## src/rtl/rat_recovery_ctrl_if.sv

```systemverilog
// -----------------------------------------------------------------------------
// rat_recovery_ctrl_if
//   Bundles the squash/recovery signals between the ROB, the retirement RAT,
//   the speculative RAT write ports and the free list.
//
//   master : environment side (ROB + retirement RAT drive, consumers listen)
//   slave  : rat_recovery_ctrl side
//
//   squash_req       ROB head squashing (level)
//   rrat_preg        committed mapping, entry a at [a*PREG_W +: PREG_W]
//   dispatch_stall   blocks rename/dispatch
//   recovering       recovery sequence in progress
//   rat_wr_en        per-way RAT write enable
//   rat_wr_areg      per-way architectural index
//   rat_wr_preg      per-way physical tag (RAT sets ready on these writes)
//   fl_rebuild_valid one-cycle free-list reload strobe
//   fl_used_mask     physical registers mapped in the snapshot
//   recovery_done    one-cycle completion pulse
// -----------------------------------------------------------------------------
interface rat_recovery_ctrl_if #(
    parameter int AREG_NUM  = 32,
    parameter int PREG_NUM  = 64,
    parameter int COPY_WAYS = 4,
    parameter int AREG_W    = $clog2(AREG_NUM),
    parameter int PREG_W    = $clog2(PREG_NUM)
);
    logic                          squash_req;
    logic [AREG_NUM*PREG_W-1:0]    rrat_preg;
    logic                          dispatch_stall;
    logic                          recovering;
    logic [COPY_WAYS-1:0]          rat_wr_en;
    logic [COPY_WAYS*AREG_W-1:0]   rat_wr_areg;
    logic [COPY_WAYS*PREG_W-1:0]   rat_wr_preg;
    logic                          fl_rebuild_valid;
    logic [PREG_NUM-1:0]           fl_used_mask;
    logic                          recovery_done;

    modport master (
        output squash_req, rrat_preg,
        input  dispatch_stall, recovering, rat_wr_en, rat_wr_areg, rat_wr_preg,
               fl_rebuild_valid, fl_used_mask, recovery_done
    );

    modport slave (
        input  squash_req, rrat_preg,
        output dispatch_stall, recovering, rat_wr_en, rat_wr_areg, rat_wr_preg,
               fl_rebuild_valid, fl_used_mask, recovery_done
    );
endinterface

```

## src/rtl/rat_recovery_ctrl.sv

```systemverilog
// -----------------------------------------------------------------------------
// rat_recovery_ctrl
//   Sequences mispredict/exception recovery of the speculative RAT from the
//   retirement RAT. On an accepted squash the committed mapping is captured
//   into a snapshot, copied into the speculative RAT COPY_WAYS entries per
//   cycle, then a one-cycle free-list rebuild mask and a done pulse follow.
//   Dispatch is held stalled for the entire sequence.
//
//   clock  : system clock, all state on the rising edge
//   reset  : asynchronous, active-low
//   bus    : rat_recovery_ctrl_if.slave (squash input, RRAT input, RAT write
//            ports, free-list rebuild, status)
// -----------------------------------------------------------------------------
module rat_recovery_ctrl #(
    parameter int AREG_NUM  = 32,
    parameter int PREG_NUM  = 64,
    parameter int COPY_WAYS = 4,
    parameter int AREG_W    = $clog2(AREG_NUM),
    parameter int PREG_W    = $clog2(PREG_NUM)
) (
    input  logic               clock,
    input  logic               reset,
    rat_recovery_ctrl_if.slave bus
);
    localparam int COPY_CYC = AREG_NUM / COPY_WAYS;
    localparam int CNT_W    = (COPY_CYC > 1) ? $clog2(COPY_CYC) : 1;
    localparam logic [CNT_W-1:0] CNT_LAST = CNT_W'(COPY_CYC - 1);

    generate
        if ((AREG_NUM % COPY_WAYS) != 0) begin : g_bad_ways
            $error("rat_recovery_ctrl: AREG_NUM must be divisible by COPY_WAYS");
        end
    endgenerate

    typedef enum logic [1:0] {
        ST_IDLE     = 2'd0,
        ST_COPY     = 2'd1,
        ST_FLUSH_FL = 2'd2,
        ST_DONE     = 2'd3
    } state_t;

    state_t                        r_state;
    logic [CNT_W-1:0]              r_copy_cnt;
    logic [PREG_W-1:0]             r_snapshot [AREG_NUM];

    logic                          r_recovering;
    logic [COPY_WAYS-1:0]          r_rat_wr_en;
    logic [COPY_WAYS*AREG_W-1:0]   r_rat_wr_areg;
    logic [COPY_WAYS*PREG_W-1:0]   r_rat_wr_preg;
    logic                          r_fl_rebuild_valid;
    logic [PREG_NUM-1:0]           r_fl_used_mask;
    logic                          r_recovery_done;

    // Write-port contents for the first COPY cycle come straight from the
    // RRAT because the snapshot is being loaded on that same edge; later
    // cycles read the snapshot at the next group base.
    logic [AREG_W-1:0]             w_next_base;
    logic [COPY_WAYS*AREG_W-1:0]   w_first_areg;
    logic [COPY_WAYS*PREG_W-1:0]   w_first_preg;
    logic [COPY_WAYS*AREG_W-1:0]   w_step_areg;
    logic [COPY_WAYS*PREG_W-1:0]   w_step_preg;
    logic [PREG_NUM-1:0]           w_used_mask;

    // On the last COPY cycle this wraps; the result is never registered then.
    always_comb begin
        w_next_base = AREG_W'((int'(r_copy_cnt) + 1) * COPY_WAYS);
    end

    genvar gi;
    generate
        for (gi = 0; gi < COPY_WAYS; gi++) begin : g_way
            logic [AREG_W-1:0] w_step_idx;
            assign w_step_idx = w_next_base + AREG_W'(gi);
            assign w_first_areg[gi*AREG_W +: AREG_W] = AREG_W'(gi);
            assign w_first_preg[gi*PREG_W +: PREG_W] = bus.rrat_preg[gi*PREG_W +: PREG_W];
            assign w_step_areg[gi*AREG_W +: AREG_W]  = w_step_idx;
            assign w_step_preg[gi*PREG_W +: PREG_W]  = r_snapshot[w_step_idx];
        end
    endgenerate

    // Duplicate physical tags simply set the same bit.
    always_comb begin
        w_used_mask = '0;
        for (int a = 0; a < AREG_NUM; a++) begin
            w_used_mask[r_snapshot[a]] = 1'b1;
        end
    end

    always_ff @(posedge clock or negedge reset) begin
        if (!reset) begin
            r_state            <= ST_IDLE;
            r_copy_cnt         <= '0;
            for (int a = 0; a < AREG_NUM; a++) begin
                r_snapshot[a] <= '0;
            end
            r_recovering       <= 1'b0;
            r_rat_wr_en        <= '0;
            r_rat_wr_areg      <= '0;
            r_rat_wr_preg      <= '0;
            r_fl_rebuild_valid <= 1'b0;
            r_fl_used_mask     <= '0;
            r_recovery_done    <= 1'b0;
        end else begin
            r_fl_rebuild_valid <= 1'b0;
            r_recovery_done    <= 1'b0;
            case (r_state)
                ST_IDLE: begin
                    if (bus.squash_req) begin
                        for (int a = 0; a < AREG_NUM; a++) begin
                            r_snapshot[a] <= bus.rrat_preg[a*PREG_W +: PREG_W];
                        end
                        r_copy_cnt    <= '0;
                        r_state       <= ST_COPY;
                        r_recovering  <= 1'b1;
                        r_rat_wr_en   <= '1;
                        r_rat_wr_areg <= w_first_areg;
                        r_rat_wr_preg <= w_first_preg;
                    end
                end
                ST_COPY: begin
                    if (r_copy_cnt == CNT_LAST) begin
                        r_copy_cnt         <= '0;
                        r_state            <= ST_FLUSH_FL;
                        r_rat_wr_en        <= '0;
                        r_rat_wr_areg      <= '0;
                        r_rat_wr_preg      <= '0;
                        r_fl_rebuild_valid <= 1'b1;
                        r_fl_used_mask     <= w_used_mask;
                    end else begin
                        r_copy_cnt    <= r_copy_cnt + 1'b1;
                        r_rat_wr_areg <= w_step_areg;
                        r_rat_wr_preg <= w_step_preg;
                    end
                end
                ST_FLUSH_FL: begin
                    r_fl_used_mask  <= '0;
                    r_state         <= ST_DONE;
                    r_recovery_done <= 1'b1;
                end
                ST_DONE: begin
                    r_state      <= ST_IDLE;
                    r_recovering <= 1'b0;
                end
                default: begin
                    r_state      <= ST_IDLE;
                    r_recovering <= 1'b0;
                end
            endcase
        end
    end

    // Stall also covers the squash cycle itself, before the FSM has moved.
    assign bus.dispatch_stall   = bus.squash_req | r_recovering;
    assign bus.recovering       = r_recovering;
    assign bus.rat_wr_en        = r_rat_wr_en;
    assign bus.rat_wr_areg      = r_rat_wr_areg;
    assign bus.rat_wr_preg      = r_rat_wr_preg;
    assign bus.fl_rebuild_valid = r_fl_rebuild_valid;
    assign bus.fl_used_mask     = r_fl_used_mask;
    assign bus.recovery_done    = r_recovery_done;

endmodule

```

## src/flat_wrapper.sv

```systemverilog
// flat-port wrapper written by rule: the top's interface ports become plain ports
module rat_recovery_ctrl_flat 
#(
    parameter int AREG_NUM  = 32,
    parameter int PREG_NUM  = 64,
    parameter int COPY_WAYS = 4,
    parameter int AREG_W    = $clog2(AREG_NUM),
    parameter int PREG_W    = $clog2(PREG_NUM)
)
  (clock, reset, bus_squash_req, bus_rrat_preg, bus_dispatch_stall, bus_recovering, bus_rat_wr_en, bus_rat_wr_areg, bus_rat_wr_preg, bus_fl_rebuild_valid, bus_fl_used_mask, bus_recovery_done);
  rat_recovery_ctrl_if #(.AREG_NUM(AREG_NUM), .PREG_NUM(PREG_NUM), .COPY_WAYS(COPY_WAYS), .AREG_W(AREG_W), .PREG_W(PREG_W)) bus_i ();
  input  logic clock;
  input  logic reset;
  input wire logic [$bits(bus_i.squash_req)-1:0] bus_squash_req;
  input wire logic [$bits(bus_i.rrat_preg)-1:0] bus_rrat_preg;
  output wire logic [$bits(bus_i.dispatch_stall)-1:0] bus_dispatch_stall;
  output wire logic [$bits(bus_i.recovering)-1:0] bus_recovering;
  output wire logic [$bits(bus_i.rat_wr_en)-1:0] bus_rat_wr_en;
  output wire logic [$bits(bus_i.rat_wr_areg)-1:0] bus_rat_wr_areg;
  output wire logic [$bits(bus_i.rat_wr_preg)-1:0] bus_rat_wr_preg;
  output wire logic [$bits(bus_i.fl_rebuild_valid)-1:0] bus_fl_rebuild_valid;
  output wire logic [$bits(bus_i.fl_used_mask)-1:0] bus_fl_used_mask;
  output wire logic [$bits(bus_i.recovery_done)-1:0] bus_recovery_done;
  assign bus_i.squash_req = bus_squash_req;
  assign bus_i.rrat_preg = bus_rrat_preg;
  assign bus_dispatch_stall = bus_i.dispatch_stall;
  assign bus_recovering = bus_i.recovering;
  assign bus_rat_wr_en = bus_i.rat_wr_en;
  assign bus_rat_wr_areg = bus_i.rat_wr_areg;
  assign bus_rat_wr_preg = bus_i.rat_wr_preg;
  assign bus_fl_rebuild_valid = bus_i.fl_rebuild_valid;
  assign bus_fl_used_mask = bus_i.fl_used_mask;
  assign bus_recovery_done = bus_i.recovery_done;
  rat_recovery_ctrl #(.AREG_NUM(AREG_NUM), .PREG_NUM(PREG_NUM), .COPY_WAYS(COPY_WAYS), .AREG_W(AREG_W), .PREG_W(PREG_W)) u_core (.clock(clock), .reset(reset), .bus(bus_i));
endmodule
```

## config.mk

```make
export PLATFORM = sky130hd
export DESIGN_NAME = rat_recovery_ctrl_flat
export DESIGN_NICKNAME = d
export VERILOG_FILES = /design/src/rtl/rat_recovery_ctrl_if.sv /design/src/rtl/rat_recovery_ctrl.sv /design/src/flat_wrapper.sv
export SDC_FILE = /design/constraint.sdc
export NUM_CORES = 2
export LEC_CHECK = 0
export ABC_AREA = 1
export BUFFER_PORTS_ARGS = -buffer_cell sky130_fd_sc_hd__buf_2
export CAP_MARGIN = 10
export CORE_UTILIZATION = 30
export CTS_CLUSTER_DIAMETER = 60
export DETAILED_ROUTE_END_ITERATION = 16
export PLACE_DENSITY = 0.52
export RECOVER_POWER = 100
export SLEW_MARGIN = 30
export SYNTH_ARGS = -nofsm -noshare
export SYNTH_HDL_FRONTEND = slang
export SYNTH_SLANG_ARGS = --single-unit
```

## constraint.sdc

```tcl
create_clock -name clock -period 2.65 [get_ports clock]
set_input_delay 0.265 -clock clock [delete_from_list [all_inputs] [get_ports clock]]
set_output_delay 0.265 -clock clock [all_outputs]
set_load 0.01 [all_outputs]
```

==> out/metrics.csv <==
metric,value,unit
Max Freq,385,MHz
first-pass GRT wire length,278000,um
Yosys warnings,0,
number of synthesized register bits,290,
Slew headroom,0.0386,
Die X,324,um
Worst EP required,3.23,ns
Synth cell types,24,
Pwr Density,1330,mW/mm^2
most common cell in the netlist,nand2_1,
clk_skew,0.0342,ns
Final ANT Viol Nets,0,
Worst Path Max Fanout,60,
Peak supply drop,0.661,mV
setup_tns,0,ns
Crit. End Element,register,
Worst Tran Pin Value,1.44,ns
clock tree buffer depth,3,
CP max-delay cell,dfrtp_4,
Worst Path Arrival,3.18,ns
final setup violation count,0,
fill count,11700,
Main synth FF type,dfrtp_1,
hpwl dp,150000,um
Post-Layout Inst Area,0.0399,sq mm
final wirelength,197000,um
leading area contributor after synthesis,nand2_1,
P&R area growth vs syn,28.4,%
final worst slack,0.0538,ns
share of layout cells above drive strength 1,0.0930,
gr ovfl total,0,
DR pass1 iterations,9,
Hold Path Stages,3,
CTS HTree Levels,2,
Cells after DPL,8174,
vias in the first global route,40300,
Worst-path clk slew,0.06,ns
clk root buf,clkbuf_16,
largest stage delay on the critical path,0.55,ns
Final Max Slew Viols,0,
Max Cap Viol,0,
DR DRC count,0,
"non-filler cells, final",8453,
fin util,0.391,
worst hold path type,in2reg,
Place WS,0.0912,ns
io pins,311,
outcome,"complete, no violations",
CP Depth,7,
overall routing resource usage,0.365,
total number of vias,45100,
cell leakage power,22.6,nW
crit-path cells,ha_4 -> buf_12 -> a21oi_1 -> o21ai_0 -> nand3_1 -> nand3_1 -> a21oi_1,
"top cells by area, synth","nand2_1, dfrtp_1, nor2_1",
Die ar.,0.105,sq mm
initial antenna violation count,6,
final period demand of the worst path,2.60,ns
critical path startpoint category,register,
Mapped Cells,6287,
post-synthesis sequential area ratio,0.233,
Min Hold Slack,0.00991,ns
gpl congestion,1.12,
I/O Buffers,306,
number of core rows,117,
R2R cell count,7,
Placed Area,0.0365,sq mm
"EDFF count, synth",0,
WS Path Type,reg2reg,
initial core utilization,0.304,
nets,7247,
Final Cycle Share,0.980,
CTS tree,built,
Core Area,0.102,sq mm
Post-synth top cells,"nand2_1, nor2_1, o21ai_0, dfrtp_1, inv_1",
Fin. Hold Viols,0,
Mapped Avg Cell Area,4.94,sq um
Async SR Flop Fraction,1.00,
routed length per instance,23.3,um
largest net degree at the start of global routing,138,
clock sinks,290,
Total Power,52.9,mW
die span in y,324,um
Syn Std Cell Area,0.0311,sq mm
CTS buffer count,47,
DRT iter0 DRCs,6419,
WP buf/inv,1,
Crit path max-delay family,compound AO/OA/AOI/OAI gates,
area share of the largest cell type after synthesis,0.477,
"Clk Latency, worst-skew pair",0.68,ns
RSZ-0062 raised after global routing,no,
Vias/cell,5.33,
placed cells by master, fill, tap and decap left out, types with 6 or more instances in the layout:
cell type	count
buf_12	7
a21oi_1	111
o211ai_1	36
clkbuf_2	9
clkbuf_1	138
nor3_4	13
buf_4	292
nand2_1	3946
o21ai_0	294
buf_2	194
clkbuf_16	49
nand3_1	49
nor3_1	98
nor2_1	1054
dfrtp_1	289
dlygate4sd3_1	190
inv_8	12
inv_1	208
nor3_2	44
inv_2	6
flip-flops by register name (all words and copies together) (netlist names), 2 cells and up:
signal                   count
u_core.r_snapshot          192
u_core.bus.rat_wr_areg       2
u_core.bus.rat_wr_preg      24
u_core.r_state               2
u_core.r_copy_cnt            2
u_core.bus.fl_used_mask     64
logic make-up after synthesis:
| kind of cell | after synthesis | share of synthesized area |
|---|---|---|
| AO/OA/AOI/OAI | 444 | 0.0747 |
| other | 1 | 0.000121 |
| AND/OR/NAND/NOR | 5209 | 0.645 |
| flip-flops | 290 | 0.233 |
| adder cells (fa/ha/maj) | 6 | 0.00242 |
| buffers and inverters | 337 | 0.0442 |
report_power, final:
part	leakage [nW]	internal, mW	switching, mW
combinational	18.1	9.20	27.8
sequential	3.64	6.17	3.02
clock	0.817	4.05	2.75
total	22.6	19.4	33.5
worst register-to-register path, delay by kind of cell, from the launching register on:
kind / cells / cell delay [ns]
compound gates: 3 / 1.08
flops: 1 / 0.55
fa+ha+maj: 1 / 0.39
simple gates: 2 / 0.28
buf+inv: 1 / 0.23
worst paths after layout:
check	startpoint	endpoint	slack, ns
max	u_core.r_copy_cnt[0]	u_core.bus.rat_wr_preg[6]	0.05
min	bus_squash_req	u_core.bus.rat_wr_areg[14]	0.01
max in group asynchronous	reset	u_core.r_snapshot[132]	0.62
max reg2reg	u_core.r_copy_cnt[0]	u_core.bus.rat_wr_preg[6]	0.05
min reg2reg	u_core.bus.fl_used_mask[26]	u_core.bus.fl_used_mask[26]	0.48
min in group asynchronous	reset	u_core.r_snapshot[146]	0.20
timing repair:
action	in CTS	in global routing
hold buffers	190	0
hold endpoints to repair	264	0
buffers inserted	0	0
endpoints found under the setup margin	0	1
gates resized for setup	0	3
layer usage:
metal,wire (um),global-route usage,vias to the layer above
li1,-,-,20900
met1,76000,0.465,20500
met2,82900,0.554,3072
met3,22800,0.0840,665
met4,15400,0.233,6
met5,31,0,-
cell type report:
class / count / area [sq um] / share of cell area
diodes: 1 / 2.50 / 0.0000627
clock buffers: 60 / 1300 / 0.0325
clock inverters: 27 / 379 / 0.00950
inverters: 217 / 825 / 0.0207
multi-input cells: 5663 / 22600 / 0.567
flip-flops and latches: 290 / 7260 / 0.182
well taps: 1368 / 1710 / 0.0429
repair buffers: 827 / 5820 / 0.146
No activity file was read; power rests on OpenSTA's default activity.
